File: config.mk
export PLATFORM = sky130hd
export DESIGN_NAME = uart_rx
export DESIGN_NICKNAME = d
export VERILOG_FILES = /design/src/rtl/uart_rx.sv
export SDC_FILE = /design/constraint.sdc
export NUM_CORES = 1
export LEC_CHECK = 0
export ABC_AREA = 1
export CORE_MARGIN = 1
export CORE_UTILIZATION = 34
export DETAILED_ROUTE_END_ITERATION = 12
export DONT_BUFFER_PORTS = 1
export HOLD_SLACK_MARGIN = 0.12
export PLACE_DENSITY = 0.46
export SLEW_MARGIN = 20
export SYNTH_ARGS = -nofsm -noshare
export SYNTH_HDL_FRONTEND = slang
export SYNTH_SLANG_ARGS = --single-unit
File: constraint.sdc
create_clock -name clk -period 3.7 [get_ports clk]
set_clock_uncertainty 0.1 [all_clocks]
set_input_delay 0.74 -clock clk [delete_from_list [all_inputs] [get_ports clk]]
set_output_delay 0.74 -clock clk [all_outputs]
set_load 0.01 [all_outputs]
File: src/rtl/uart_rx.sv
// uart_rx: 8N1 serial receiver with a one-byte buffer, framing/overrun flags
// Ports:
//   clk, rst_n          clock, asynchronous active-low reset
//   en                  receiver enable (0 aborts any frame, buffer/flags kept)
//   baud_div            bit period minus one, in clocks
//   rx                  asynchronous serial line, idle high
//   rd_ack              one-cycle pulse: buffer consumed
//   rx_data, rx_valid   buffered byte and its valid flag
//   busy                frame reception in progress
//   frame_err, overrun  sticky error flags of the buffered byte
//   parity_err          sticky even-parity error (UART_RX_PARITY_EN, else 0)
// Build option: define UART_RX_PARITY_EN for an even parity bit between data and stop.
module uart_rx #(
   parameter int SYNC_STAGES = 2,
   parameter int DIV_W       = 32
) (
   input  logic             clk,
   input  logic             rst_n,
   input  logic             en,
   input  logic [DIV_W-1:0] baud_div,
   input  logic             rx,
   input  logic             rd_ack,
   output logic [7:0]       rx_data,
   output logic             rx_valid,
   output logic             busy,
   output logic             frame_err,
   output logic             overrun,
   output logic             parity_err
);
`ifdef UART_RX_PARITY_EN
   typedef enum logic [2:0] {IDLE, START, DATA, PARITY, STOP} state_t;
   logic par_bit;
`else
   typedef enum logic [1:0] {IDLE, START, DATA, STOP} state_t;
   assign parity_err = 1'b0;
`endif
   state_t                 state;
   logic [SYNC_STAGES-1:0] sync_q;
   logic [DIV_W-1:0]       cnt, limit;
   logic [2:0]             idx;
   logic [7:0]             shift;
   logic                   rxs, fall, hit, stop_hit;
   assign rxs      = sync_q[SYNC_STAGES-1];
   // falling edge of rxs taken on the edge where it becomes 0
   assign fall     = rxs & ~sync_q[SYNC_STAGES-2];
   assign limit    = (state == START) ? baud_div >> 1 : baud_div;
   assign hit      = cnt == limit;
   assign stop_hit = en && state == STOP && hit;
   assign busy     = state != IDLE;
   always_ff @(posedge clk or negedge rst_n) begin
      if (!rst_n) begin
         state     <= IDLE;
         sync_q    <= '1;
         cnt       <= '0;
         idx       <= '0;
         shift     <= '0;
         rx_data   <= '0;
         rx_valid  <= 1'b0;
         frame_err <= 1'b0;
         overrun   <= 1'b0;
`ifdef UART_RX_PARITY_EN
         par_bit    <= 1'b0;
         parity_err <= 1'b0;
`endif
      end else begin
         sync_q <= {sync_q[SYNC_STAGES-2:0], rx};
         if (!en) begin
            state <= IDLE;
            cnt   <= '0;
         end else begin
            case (state)
               IDLE:
                  if (fall) begin
                     state <= START;
                     cnt   <= '0;
                  end
               START:
                  if (hit) begin
                     state <= rxs ? IDLE : DATA;
                     cnt   <= '0;
                     idx   <= '0;
                  end else cnt <= cnt + 1'b1;
               DATA:
                  if (hit) begin
                     shift[idx] <= rxs;
                     idx        <= idx + 3'd1;
                     cnt        <= '0;
`ifdef UART_RX_PARITY_EN
                     if (idx == 3'd7) state <= PARITY;
`else
                     if (idx == 3'd7) state <= STOP;
`endif
                  end else cnt <= cnt + 1'b1;
`ifdef UART_RX_PARITY_EN
               PARITY:
                  if (hit) begin
                     par_bit <= rxs;
                     state   <= STOP;
                     cnt     <= '0;
                  end else cnt <= cnt + 1'b1;
`endif
               STOP:
                  if (hit) begin
                     state <= IDLE;
                     cnt   <= '0;
                  end else cnt <= cnt + 1'b1;
               default: state <= IDLE;
            endcase
         end
         // a read in the stop-sample cycle frees the buffer for the new byte
         if (stop_hit && (!rx_valid || rd_ack)) begin
            rx_data   <= shift;
            rx_valid  <= 1'b1;
            frame_err <= ~rxs;
`ifdef UART_RX_PARITY_EN
            parity_err <= (^shift) ^ par_bit;
`endif
         end else if (stop_hit) begin
            overrun <= 1'b1;
         end else if (rd_ack && rx_valid) begin
            rx_valid  <= 1'b0;
            frame_err <= 1'b0;
            overrun   <= 1'b0;
`ifdef UART_RX_PARITY_EN
            parity_err <= 1'b0;
`endif
         end
      end
   end
endmodule

Yosys cells after proc, flatten, opt, wreduce, memory -nomap -nowiden
Cells that the tools add are included.
W data, S select, Z words.
{"block": "op_classes", "n_reduce_logical": 18, "n_bitwise": 4, "n_lt_le_gt_ge": 2, "n_shift": 0, "n_mul": 0, "eq_ne": 13, "addsub": 2, "muxes": 24, "div": 0}
{"cell": "$mux W32", "count": 4}
{"cell": "$pmux W32 S2", "count": 1}
{"cell": "$add A32 B1 Y32 const B", "count": 1}
{"cell": "$eq A32 B32 Y1", "count": 1}
{"cell": "$ne A3 B3 Y1 const B", "count": 5}
{"cell": "$mux W2", "count": 7}
{"cell": "$bwmux W8", "count": 1}
{"cell": "$pmux W2 S4", "count": 1}
{"cell": "$reduce_bool A2 Y1", "count": 4}
{"cell": "$mux W1", "count": 6}
{"cell": "$mux W3", "count": 2}
{"cell": "$pmux W3 S2", "count": 1}
{"cell": "$logic_and A1 B1 Y1", "count": 5}
{"cell": "$reduce_and A5 Y1", "count": 1}
{"cell": "$eq A2 B2 Y1 const B", "count": 2}
{"cell": "$lt A3 B4 Y1 const B", "count": 1}
{"cell": "$ne A2 B2 Y1 const B", "count": 2}
{"cell": "$reduce_and A2 Y1", "count": 2}
{"cell": "$reduce_and A4 Y1", "count": 1}
{"cell": "$add A3 B1 Y3 const B", "count": 1}
{"cell": "$demux W1 S3", "count": 1}
{"cell": "$eq A3 B3 Y1 const B", "count": 1}
{"cell": "$ge A3 B1 Y1 const B", "count": 1}
{"cell": "$not A1 Y1", "count": 3}
{"cell": "other kinds (8)", "count": 8}
{"block": "totals", "mem_count": 0, "mem_bits_ro": 0, "latchBits": 0, "reg_bits": 58, "word_cells": 72, "mem_bits_rw": 0}

Longest topological paths before layout
{"block": "depth", "ltp_word": 7, "mapped_depth": 17, "ltp_nobuf": 16}

Least setup slack after synthesis
Ideal clock, no wire load.
{"block": "synth_path", "path_type": "input to register", "startpoint": "in baud_div[29]", "endpoint": "reg idx[0]", "t_required_ns": 3.483, "path_buffers": 1, "stages": 13, "arrival_time_ns": 1.809, "setup_time_ns": 0.117, "path_slack_ns": 1.674, "cell_sequence": "inv_1 nand3_1 nand3_1 nand2_1 nor2_1 nand2_1 nor2_1 nand2_1 nor2_1 buf_4 nand4_1 nand2_1 nand2_1"}
{"block": "synth_between", "elab_chain_cells": 4, "elab_cells_between_ends": 5, "cone_classes": "3 x eq/ne; 1 x mux; 1 x reduce/logical"}
{"item": "start, declared", "line": "20", "source": "input logic [DIV_W-1:0] baud_div,"}
{"item": "$mux W32 *", "line": "46", "source": "assign limit = (state == START) ? baud_div >> 1 : baud_div;"}
{"item": "$eq A32 B32 Y1 *", "line": "47", "source": "assign hit = cnt == limit;"}
{"item": "$ne A2 B2 Y1 (no line)"}
{"item": "$reduce_and A4 Y1 (no line) *"}
{"item": "end signal, assigned", "line": "86", "source": "idx <= idx + 3'd1;"}
{"item": "end, declared", "line": "40", "source": "logic [2:0] idx;"}
Mark *: on every way between the ends. The rest lies on a longest branch, timed or not.
A chain may end at the register's enable or synchronous reset.

Worst setup path after layout
{"block": "layout_path", "startpoint": "reg state[0]", "endpoint": "reg cnt[9]"}
{"block": "layout_between", "elab_chain_cells": 6, "elab_cells_between_ends": 11, "cone_classes": "5 x eq/ne; 4 x mux; 2 x reduce/logical"}
{"item": "start, declared", "line": "37", "source": "state_t state;"}
{"item": "start signal, assigned", "line": "79", "source": "state <= rxs ? IDLE : DATA;"}
{"item": "$eq A2 B1 Y1", "line": "46, 71"}
{"item": "$mux W32", "line": "46"}
{"item": "$eq A32 B32 Y1", "line": "47"}
{"item": "$mux W32", "line": "78, 84, 103"}
{"item": "$pmux W32 S2", "line": "71", "source": "case (state)"}
{"item": "$mux W32", "line": "67", "source": "if (!en) begin"}
{"item": "end signal, assigned", "line": "82", "source": "end else cnt <= cnt + 1'b1;"}
{"item": "end signal, assigned", "line": "93", "source": "end else cnt <= cnt + 1'b1;"}
{"item": "end signal, assigned", "line": "106", "source": "end else cnt <= cnt + 1'b1;"}
{"item": "end, declared", "line": "39", "source": "logic [DIV_W-1:0] cnt, limit;"}
Parallel ways exist; a longest one is shown, timed or not.

==> reports/qor.yml <==
yosysTopAreaCellShare_pct: 30.93
ys_warn_count: 0
global_route.usage.met1_pct: 28.07
hold_buffers: 1
required_ns: 3.80
max_freq_mhz: 315.7
crit_family: "simple AND/OR/NAND/NOR gates"
end_kind: "flop"
ys_types: 30
rrSetupSlack_ns: 0.53
max-cap-violations: 0
clockBufferDepth: 2
yosys-top-cells-area: "dfrtp_1 (31%), nand2_1 (22%), nand3_1 (12%)"
synth_fa_ha_area_share_pct: 0.8285
viasPerCell: 5.173
yosys-top-cells-count: "nand2_1 (265), nand3_1 (109), inv_1 (82)"
cts_root_buffer: "clkbuf_16"
p_comb_share_pct: 42.2
fin_crit_sh_pct: 85.62
cp.arrival_ns: 3.27
synth-edff-count: 0
dieWidth_um: 117.4
worst_skew_pair.late_latency_ns: 0.34
cpMaxStageDelayCell: "dfrtp_1"
grt_pass1_vias: 4537
fp-row-count: 41
postCtsSetupRepairBufs: 0
grt_first_pass_wirelength_um: 23820
syn2layout_area_growth_pct: 11.43
drt-total-wl_um: 14370
path_buf_inv: 2
synth_compound_area_share_pct: 4.888
p_seq_share_pct: 26.0
met3_usage_pct: 3.891
tightest_slew_ns: 0.5409
syn_area_mm2: 0.004531
cp.depth: 14
dieArea_mm2: 0.01379
drt_pass1_iterations: 5
crit_path_frequent_cell: "nand2_1"
numCtsBuffers: 9
max_stage_delay_ns: 0.68
yosysMostFrequentCell: "nand2_1"
min_path_type: "in -> async"
peakVddDrop_mv: 0.2188
vias: 4692
syn_inst: 728
ff2ff_path_depth: 14
final_layout_size_suffix_gt1_share_pct: 5.306
ys_seq_area_share_pct: 32.09
wl_per_cell_um: 15.84
slew_violations: 0
nFillCells: 1414
cellLeakagePower_uw: 0.002454
syn_avg_cell_area_um2: 6.223
ant_nets: 0
core-area_mm2: 0.01282
p_sw_share_pct: 43.15
grt_setup_unrepaired: "false"
yosys.area_share.simple_pct: 46.51
n_antenna_cell: 0
crit_type: "reg -> reg"
nets: 770
synth_top_family_by_area: "simple AND/OR/NAND/NOR gates"
synth-xor-area-share_pct: 5.413
antenna_found_initial: 0
startpoint_type: "flop"
yosys.area.top_type: "dfrtp_1"
grt_max_degree: 57
power_density_mw_per_mm2: 534.8
dp_slack_ns: 0.5464
final_core_util_pct: 39.37
io_pins: 50
fin_ws_ns: 0.5321
finalHoldViolations: 0
synthMuxAreaShare_pct: 0.2209
gr-total-overflow: 0
post-route-drc-count: 0
initial_core_util_pct: 35.33
finalSetupTns_ns: 0
synth_flop_cell: "dfrtp_1"
first_iter_violations: 236
htreeDepth: 3
path_clk_slew_ns: 0.05
path_cells: "nand2_4, nand2_1, nand2_1, nand2_1, nand2_1, inv_1, nand2_1, nor2_1, nand2_1, nor2_1, nand2_1, nand2_2, buf_4, o22ai_1"
top_usage_layer: "met2"
port_buffers: 0
critPathMaxFanout: 45
track_usage_pct: 21.99
p_sw_uw: 1165
internal_power_uw: 1535
cts_tree: "built"
place.gp.congestion: 0.8386
setup_viol: 0
cts-resized-gates: 0
pwr-share-clk_pct: 31.7
cts_num_sinks: 58
syn-num-nets: 768
ys_ff_latch: 58
die_y_um: 117.4
grt_util_met2_pct: 36.61
post-dp-hpwl_um: 10630
slew_headroom_pct: 63.94
min_period_ns: 3.168
status: "completed"
async_reset_ff_share_pct: 100.0
[sequential cells by signal, indices dropped and copies added (netlist names)]
signal and cells:
shift 8, frame_err 1, overrun 1, rx_valid 1
rx_data 8, cnt 32, sync_q 2, idx 3
state 2
[placed cells by master, fill, tap and decap left out, types with 10 or more instances in the layout]
| master | instances |
|---|---|
| a21oi_1 | 10 |
| buf_4 | 13 |
| dfrtp_1 | 56 |
| inv_1 | 82 |
| nand2_1 | 265 |
| nand3_1 | 109 |
| nand4_1 | 26 |
| nor2_1 | 63 |
| nor3_1 | 17 |
| o22ai_1 | 23 |
| xor2_1 | 27 |
[layout make-up]
type / count / area [um^2] / area share, %
clock buffer: 10 / 239.0 / 4.734
clock inverter: 6 / 66.31 / 1.314
inverter: 86 / 324.1 / 6.419
multi-input combinational: 561 / 2625 / 52.00
sequential: 58 / 1454 / 28.80
tap: 172 / 215.2 / 4.263
timing repair buffer: 14 / 125.1 / 2.478
[cells by family (layout without fill, tap and decap cells)]
logic type               after synthesis  count (layout)
AO/OA/AOI/OAI                         38              38
adder cells (fa/ha/maj)                3               3
buffers and inverters                109             116
flip-flops                            58              58
other                                  1               1
AND/OR/NAND/NOR                      490             490
multiplexers                           1               1
XOR/XNOR                              28              28
[power by group through the flow]
| stage | combinational, uW | sequential, uW | clock, uW |
|---|---|---|---|
| 4_1_cts | 1140 | 702 | 878 |
| 2_1_floorplan | 864 | 688 | 0 |
| 3_5_place_dp | 1110 | 713 | 0 |
| 5_1_grt | 1290 | 707 | 907 |
| 6_report | 1140 | 702 | 857 |
| 3_3_place_gp | 1110 | 709 | 0 |
[per-stage QoR]
step                      cells  area, um^2  hold slack [ns]  power (uW)
after floorplan             728        4531           0.2541        1551
final                       907        5049           0.1489        2700
after detailed placement    890        4716           0.2716        1827
after global routing        907        5049           0.1345        2909
after global placement      890        4716           0.2708        1824
after CTS                   907        5049           0.1341        2715
[worst reg2reg max path, cell delays in order, from the launching register on]
cell and delay (ns):
dfrtp_1 0.68, nand2_4 0.43, nand2_1 0.20, nand2_1 0.06, nand2_1 0.10, nand2_1 0.06, inv_1 0.05, nand2_1 0.05
nor2_1 0.16, nand2_1 0.11, nor2_1 0.10, nand2_1 0.14, nand2_2 0.31, buf_4 0.37, o22ai_1 0.13
[path summary, 6_finish.rpt]
check | start | end
setup / recovery | state[0] | cnt[9]
hold / removal | rst_n | sync_q[1]
setup reg to reg | state[0] | cnt[9]
hold reg to reg | sync_q[0] | sync_q[1]
max in group asynchronous | rst_n | frame_err
min in group clk | sync_q[0] | sync_q[1]
[routing by layer]
metal	up-vias	part of all wire, %
li1	2361	-
met1	2215	45
met2	99	48
met3	17	4.6
met4	0	1.8
met5	-	0
Note: power is estimated with default switching activity, not from simulation.
